==> config.mk <==
export PLATFORM = sky130hd
export DESIGN_NAME = ram_burst_ctrl
export DESIGN_NICKNAME = d
export VERILOG_FILES = /design/src/rtl/ram_burst_pkg.sv /design/src/rtl/ram_rd_fifo.sv /design/src/rtl/ram_burst_ctrl.sv
export SDC_FILE = /design/constraint.sdc
export NUM_CORES = 1
export LEC_CHECK = 0
export ABC_CLOCK_PERIOD_IN_PS = 2720
export CAP_MARGIN = 20
export CELL_PAD_IN_SITES_DETAIL_PLACEMENT = 1
export CELL_PAD_IN_SITES_GLOBAL_PLACEMENT = 2
export CORE_UTILIZATION = 34
export CTS_CLUSTER_DIAMETER = 60
export DETAILED_ROUTE_END_ITERATION = 6
export GPL_TIMING_DRIVEN = 0
export MAX_ROUTING_LAYER = met4
export PLACE_DENSITY_LB_ADDON = 0.1
export SLEW_MARGIN = 20
export SYNTH_ARGS = -nofsm -noshare
export SYNTH_HDL_FRONTEND = slang
export SYNTH_SLANG_ARGS = --single-unit
==> constraint.sdc <==
create_clock -name clk -period 2.72 [get_ports clk]
set_clock_uncertainty 0.2 [all_clocks]
set_input_delay 0.544 -clock clk [delete_from_list [all_inputs] [get_ports clk]]
set_output_delay 0.544 -clock clk [all_outputs]
set_load 0.01 [all_outputs]
==> src/rtl/ram_burst_pkg.sv <==
// Shared state encoding and default widths for the RAM burst sequencer.
// Latency: none (declarations only).
// Backpressure: not applicable.
package ram_burst_pkg;

  typedef logic [1:0] state_t;

  localparam state_t ST_IDLE  = 2'd0;
  localparam state_t ST_WRITE = 2'd1;
  localparam state_t ST_READ  = 2'd2;
  localparam state_t ST_DRAIN = 2'd3;

  localparam int DEF_ADDR_W     = 32;
  localparam int DEF_DATA_W     = 32;
  localparam int DEF_LEN_W      = 8;
  localparam int DEF_RBUF_DEPTH = 4;

endpackage

==> src/rtl/ram_rd_fifo.sv <==
// Synchronous FIFO holding returned read words (data plus last tag).
// Latency: a push is visible at the head the cycle after it is written.
// Backpressure: none internally; the caller bounds pushes by the occupancy output.
module ram_rd_fifo #(
  parameter int WIDTH = 33,
  parameter int DEPTH = 4
) (
  input  logic                         clk,
  input  logic                         reset,
  input  logic                         push,
  input  logic [WIDTH-1:0]             push_dat,
  input  logic                         pop,
  output logic [WIDTH-1:0]             head_dat,
  output logic [$clog2(DEPTH+1)-1:0]   count
);

  localparam int PTR_W = (DEPTH > 1) ? $clog2(DEPTH) : 1;
  localparam int CNT_W = $clog2(DEPTH + 1);

  logic [WIDTH-1:0] mem_q [DEPTH];
  logic [PTR_W-1:0] wr_ptr_q, wr_ptr_d;
  logic [PTR_W-1:0] rd_ptr_q, rd_ptr_d;
  logic [CNT_W-1:0] count_q, count_d;
  logic             do_push, do_pop;

  function automatic logic [PTR_W-1:0] ptr_inc(input logic [PTR_W-1:0] p);
    return (p == PTR_W'(DEPTH - 1)) ? '0 : p + PTR_W'(1);
  endfunction

  // Next pointers and occupancy; a push into a full FIFO only lands alongside a pop.
  always_comb begin
    do_pop   = pop && (count_q != '0);
    do_push  = push && ((count_q != CNT_W'(DEPTH)) || do_pop);
    wr_ptr_d = do_push ? ptr_inc(wr_ptr_q) : wr_ptr_q;
    rd_ptr_d = do_pop ? ptr_inc(rd_ptr_q) : rd_ptr_q;
    count_d  = count_q;
    if (do_push && !do_pop) begin
      count_d = count_q + CNT_W'(1);
    end else if (!do_push && do_pop) begin
      count_d = count_q - CNT_W'(1);
    end
  end

  // Pointer and occupancy registers; reset empties the FIFO.
  always_ff @(posedge clk) begin
    if (reset) begin
      wr_ptr_q <= '0;
      rd_ptr_q <= '0;
      count_q  <= '0;
    end else begin
      wr_ptr_q <= wr_ptr_d;
      rd_ptr_q <= rd_ptr_d;
      count_q  <= count_d;
    end
  end

  // Storage array; contents need no reset since occupancy gates visibility.
  always_ff @(posedge clk) begin
    if (do_push) begin
      mem_q[wr_ptr_q] <= push_dat;
    end
  end

  assign head_dat = mem_q[rd_ptr_q];
  assign count    = count_q;

endmodule

==> src/rtl/ram_burst_ctrl.sv <==
// Expands read/write burst commands into per-word RAM strobes with incrementing addresses.
// Latency: first write strobe 1 cycle after command accept; first read word valid 3 cycles after.
// Backpressure: cmd held while busy; wdata_ready follows wdata_valid; reads stall once buffer+in-flight reach RBUF_DEPTH.
module ram_burst_ctrl
  import ram_burst_pkg::*;
#(
  parameter int ADDR_W     = DEF_ADDR_W,
  parameter int DATA_W     = DEF_DATA_W,
  parameter int LEN_W      = DEF_LEN_W,
  parameter int RBUF_DEPTH = DEF_RBUF_DEPTH
) (
  input  logic              clk,
  input  logic              reset,
  input  logic              cmd_valid,
  output logic              cmd_ready,
  input  logic              cmd_write,
  input  logic [ADDR_W-1:0] cmd_addr,
  input  logic [LEN_W-1:0]  cmd_len,
  input  logic              wdata_valid,
  output logic              wdata_ready,
  input  logic [DATA_W-1:0] wdata,
  output logic              rdata_valid,
  input  logic              rdata_ready,
  output logic [DATA_W-1:0] rdata,
  output logic              rdata_last,
  output logic              ram_read,
  output logic              ram_write,
  output logic [ADDR_W-1:0] ram_address,
  output logic [DATA_W-1:0] ram_data,
  input  logic [DATA_W-1:0] ram_read_data,
  output logic              busy,
  output logic              done
);

  localparam int OCC_W = $clog2(RBUF_DEPTH + 1);

  state_t            state_q, state_d;
  logic [ADDR_W-1:0] addr_q, addr_d;
  logic [ADDR_W-1:0] ram_addr_q, ram_addr_d;
  logic [LEN_W-1:0]  cnt_q, cnt_d;
  logic              infl_q, infl_d;
  logic              infl_last_q, infl_last_d;
  logic              done_q, done_d;
  logic [OCC_W-1:0]  occ;
  logic [OCC_W:0]    outstanding;
  logic [DATA_W:0]   head;
  logic              head_last;
  logic              rd_pop;

  // Read buffer: the word requested last cycle arrives now and is pushed with its last tag.
  ram_rd_fifo #(
    .WIDTH (DATA_W + 1),
    .DEPTH (RBUF_DEPTH)
  ) u_rd_fifo (
    .clk      (clk),
    .reset    (reset),
    .push     (infl_q),
    .push_dat ({infl_last_q, ram_read_data}),
    .pop      (rd_pop),
    .head_dat (head),
    .count    (occ)
  );

  // Read-stream outputs from the buffer head, zeroed while empty.
  always_comb begin
    rdata_valid = (occ != '0);
    head_last   = head[DATA_W];
    rdata       = rdata_valid ? head[DATA_W-1:0] : '0;
    rdata_last  = rdata_valid & head_last;
    rd_pop      = rdata_valid & rdata_ready;
    outstanding = {1'b0, occ} + {{OCC_W{1'b0}}, infl_q};
  end

  // Burst sequencing: command accept, per-word strobes, and completion detection.
  always_comb begin
    state_d     = state_q;
    addr_d      = addr_q;
    cnt_d       = cnt_q;
    done_d      = 1'b0;
    infl_d      = 1'b0;
    infl_last_d = 1'b0;
    cmd_ready   = (state_q == ST_IDLE);
    wdata_ready = 1'b0;
    ram_write   = 1'b0;
    ram_read    = 1'b0;
    case (state_q)
      ST_IDLE: begin
        if (cmd_valid) begin
          addr_d  = cmd_addr;
          cnt_d   = cmd_len;
          state_d = cmd_write ? ST_WRITE : ST_READ;
        end
      end
      ST_WRITE: begin
        wdata_ready = wdata_valid;
        ram_write   = wdata_valid;
        if (wdata_valid) begin
          addr_d = addr_q + ADDR_W'(1);
          cnt_d  = cnt_q - LEN_W'(1);
          if (cnt_q == '0) begin
            state_d = ST_IDLE;
            done_d  = 1'b1;
          end
        end
      end
      ST_READ: begin
        // Never request more than the buffer can hold, counting the word still in flight.
        ram_read = (outstanding < (OCC_W + 1)'(RBUF_DEPTH));
        if (ram_read) begin
          addr_d      = addr_q + ADDR_W'(1);
          cnt_d       = cnt_q - LEN_W'(1);
          infl_d      = 1'b1;
          infl_last_d = (cnt_q == '0);
          if (cnt_q == '0) begin
            state_d = ST_DRAIN;
          end
        end
      end
      ST_DRAIN: begin
        if (rd_pop && head_last) begin
          state_d = ST_IDLE;
          done_d  = 1'b1;
        end
      end
      default: state_d = ST_IDLE;
    endcase
  end

  // RAM-side address/data; the address holds its last strobed value between strobes.
  always_comb begin
    ram_address = (ram_read | ram_write) ? addr_q : ram_addr_q;
    ram_addr_d  = ram_address;
    ram_data    = (state_q == ST_WRITE) ? wdata : '0;
    busy        = (state_q != ST_IDLE);
    done        = done_q;
  end

  // Control registers; reset abandons any burst and drops the word in flight.
  always_ff @(posedge clk) begin
    if (reset) begin
      state_q     <= ST_IDLE;
      addr_q      <= '0;
      cnt_q       <= '0;
      infl_q      <= 1'b0;
      infl_last_q <= 1'b0;
      done_q      <= 1'b0;
      ram_addr_q  <= '0;
    end else begin
      state_q     <= state_d;
      addr_q      <= addr_d;
      cnt_q       <= cnt_d;
      infl_q      <= infl_d;
      infl_last_q <= infl_last_d;
      done_q      <= done_d;
      ram_addr_q  <= ram_addr_d;
    end
  end

endmodule

==> metrics.txt <==
largest net degree at the start of global routing 25; Max Freq 0.342 GHz; Hold WC Path Type reg -> reg; fillers 2887; clock share of power 24.1%; Total Nets Final about 1200; Vias/cell 5.09; Sw Pwr 5090 uW; fin crit share 108%; Hold Violations, Final 0; Compound-Gate Fraction of Synth Area 8.90%; ys async rst share 0%; Yosys cell types 59; Worst Path Class, Setup reg -> out; Diodes inserted 0; Power Dens Cells between 1000 and 1500 nW/um^2; number of global-route vias before repair roughly 7800; post-synthesis adder-cell area fraction 1.88%; syn avg cell area between 10 and 15 um^2; Synth Area in XOR/XNOR 0.180%; DIE WIDTH approximately 170 um; Port Buffers approximately 210; Max IR drop VDD between 0.6 and 0.7 mV; via count 7462; first-pass GRT wire length 45300 um; status complete, but fails checks; number of DRC markers in iteration 0 315; EDFF count, synth around 130; clock slew at reported path FFs 0.06 ns; Initial Util 34.8%; crit path buf inv count 6; CTS Hold Bufs 0; routed length per instance a little over 20 um; Slew headroom 49.6%; largest family of logic cells by synthesized area simple AND/OR/NAND/NOR gates; most frequent cells in the layout 132 x edfxtp_1, 114 x clkdlybuf4s50_1, 80 x dfxtp_1; post-route minimum period 2.92 ns; Area growth syn-to-layout 46.0%; simple-gate share of the synthesized area 15.6%; ANT nets after route 0; Core Rows between 60 and 70; failing checks negative setup slack; Primary FF master, synth edfxtp_1; Slew Limit Fails 0; crit-path max FO 5; I/O pin count around 210; storage element area 5700 um^2; critical path required time 1.98 ns; commonest non-fill, non-tap cell in the layout edfxtp_1; Worst setup SP type flip-flop; Overflow after GRT 0; P_leak 0.00542 uW; routability cong. around 0.78; CTS tree done; Sw Ratio about a third; clock latency on the worst-skew pair between 0.5 and 0.6 ns; crit-path leading delay family buffers and inverters; Comb power frac 45.4%; Core Area 27900 um^2; yosys warns 0; Post-Place Setup Slack -1.16 ns; final setup vio count approximately 50; Critical Path AT 2.18 ns; Cells after Synth 778; initial antenna violation count 0; root buffer cell clkbuf_16; MaxCap Viol Count 0; RSZ-0062 raised after global routing true; syn nets between 900 and 1000; clock buffer depth 3; Final WS setup -0.204 ns; DIE AREA 29300 um^2; Num Clock Sinks approximately 220; CTS H-tree lvls 1; die extent in y 171 um; area of the multi-input gates 4020 um^2; residual DRC count 0; post-synthesis sequential area ratio a little under 60%; Synth Register Bits 218; DR pass1 iterations 4; Int Power about 9500 uW; slowest CP cell dfxtp_2; sequential power share 30.4%; Crit. End Element output port; Max stage delay on crit path 0.33 ns; DP Wirelength 20100 um; Synth Cell Area 9730 um^2; worst path cell trace buf_6 -> ha_4 -> nand2_4 -> inv_4 -> nor2_4 -> buf_8 -> buf_12 -> buf_8 -> mux2_4 -> buf_6; Worst-Margin Slew 0.757 ns; CTS Buf Count 27; GRT Total Usage between 20% and 30%; layout cell share with drive strength beyond 1 29.0%; Post-Route WL around 30000 um; Pwr Total 14600 uW; mux cell area share after synthesis 12.1%
## synth_stat cells, drive strengths merged, types with 5 or more instances
library cell,instances,area share (%)
edfxtp,132,41
dfxtp,86,18
and2,72,4.6
a21oi,50,2.6
clkbuf,37,1.4
nor2b,37,2.4
nor2,36,1.4
mux2,33,3.8
mux4,33,7.6
nand2,32,1.2
o21ai,24,1.2
nand3,23,1.3
inv,21,0.81
nor3,17,0.87
buf,14,0.71
ha,13,1.7
a211oi,11,0.85
and3,9,0.59
nand4,9,0.71
o32ai,8,0.72
a31oi,7,0.45
nor4,7,0.76
o22ai,7,0.45
mux2i,6,0.62
and4,5,0.45
or3,5,0.32
## sequential cells by signal, indices dropped and copies added, names as in the netlist, named ones only
signal and cells:
state_q 2, u_rd_fifo.count 3, addr_q 32, u_rd_fifo.wr_ptr_q 2, infl_last_q 1, infl_q 1
u_rd_fifo.mem_q 132, done 1, ram_addr_q 32, u_rd_fifo.rd_ptr_q 2, cnt_q 8
## final cells by class
cell class              instances  area share, %
plain buffers                  46           2.27
clock buffers                  37           5.23
clock inverters                12          0.916
inverters                      21          0.590
multi-input cells             488           28.3
flip-flops and latches        218           40.1
well taps                     378           3.33
repair buffers                267           19.3
## worst register-to-register path, stage by stage, from the launching register on
cell and delay (ns):
dfxtp_4 0.37, or3_4 0.43, buf_4 0.17, nand2_2 0.10
ha_2 0.19, inv_1 0.05, fa_1 0.37, xor2_1 0.18
or3_1 0.31, a21oi_1 0.14
## metrics by stage
step           cell area (um^2)  cells  util [%]  setup TNS (ns)  hold WS [ns]
2_1_floorplan              9730    778         -               0         0.238
3_3_place_gp              12300   1369      44.2         -190.12         0.274
3_5_place_dp              12400   1373      44.5          -71.12         0.282
4_1_cts                   14100   1461      50.5           -8.71         0.291
5_1_grt                   14200   1467      50.9           -9.62         0.323
6_report                  14200   1467      50.9           -5.03         0.287
## power by group through the flow
stage | registers, uW | clock network, uW | logic [uW]
after detailed placement | 4450 | 0 | 5440
after floorplan | 4290 | 0 | 3040
after global placement | 4450 | 0 | 5370
final | 4430 | 3520 | 6620
after global routing | 4500 | 3710 | 7160
after CTS | 4420 | 3600 | 6500
## cell families after synthesis
group                    count (synthesis)
AND/OR/NAND/NOR                        264
flip-flops                             218
AO/OA/AOI/OAI                          136
buffers and inverters                   72
multiplexers                            72
adder cells (fa/ha/maj)                 14
XOR/XNOR                                 2
## worst paths after layout
path | start | end | slack (ns) | cells past startpoint
worst max-delay path | state_q[1] | ram_address[3] | -0.20 | 10
worst min register to register | u_rd_fifo.rd_ptr_q[1] | flip-flop | 0.29 | 2
worst max register to register | u_rd_fifo.count[0] | u_rd_fifo.count[2] | 0.14 | 9
worst min-delay path | u_rd_fifo.rd_ptr_q[1] | flip-flop | 0.29 | 2
## repair_timing
item	CTS	global route
pin swaps	26	13
resized for setup	486	48
buffers inserted	38	18
cloned	4	0
setup endpoints to repair	170	102
## per-layer routing
metal	track usage [%]	up-vias	wire, um
li1	-	3507	-
met1	28.1	3711	13700
met2	33.1	191	13900
met3	2.85	53	1520
met4	6.25	0	830
met5	-	-	0
Power figures use the tool's default switching activity.
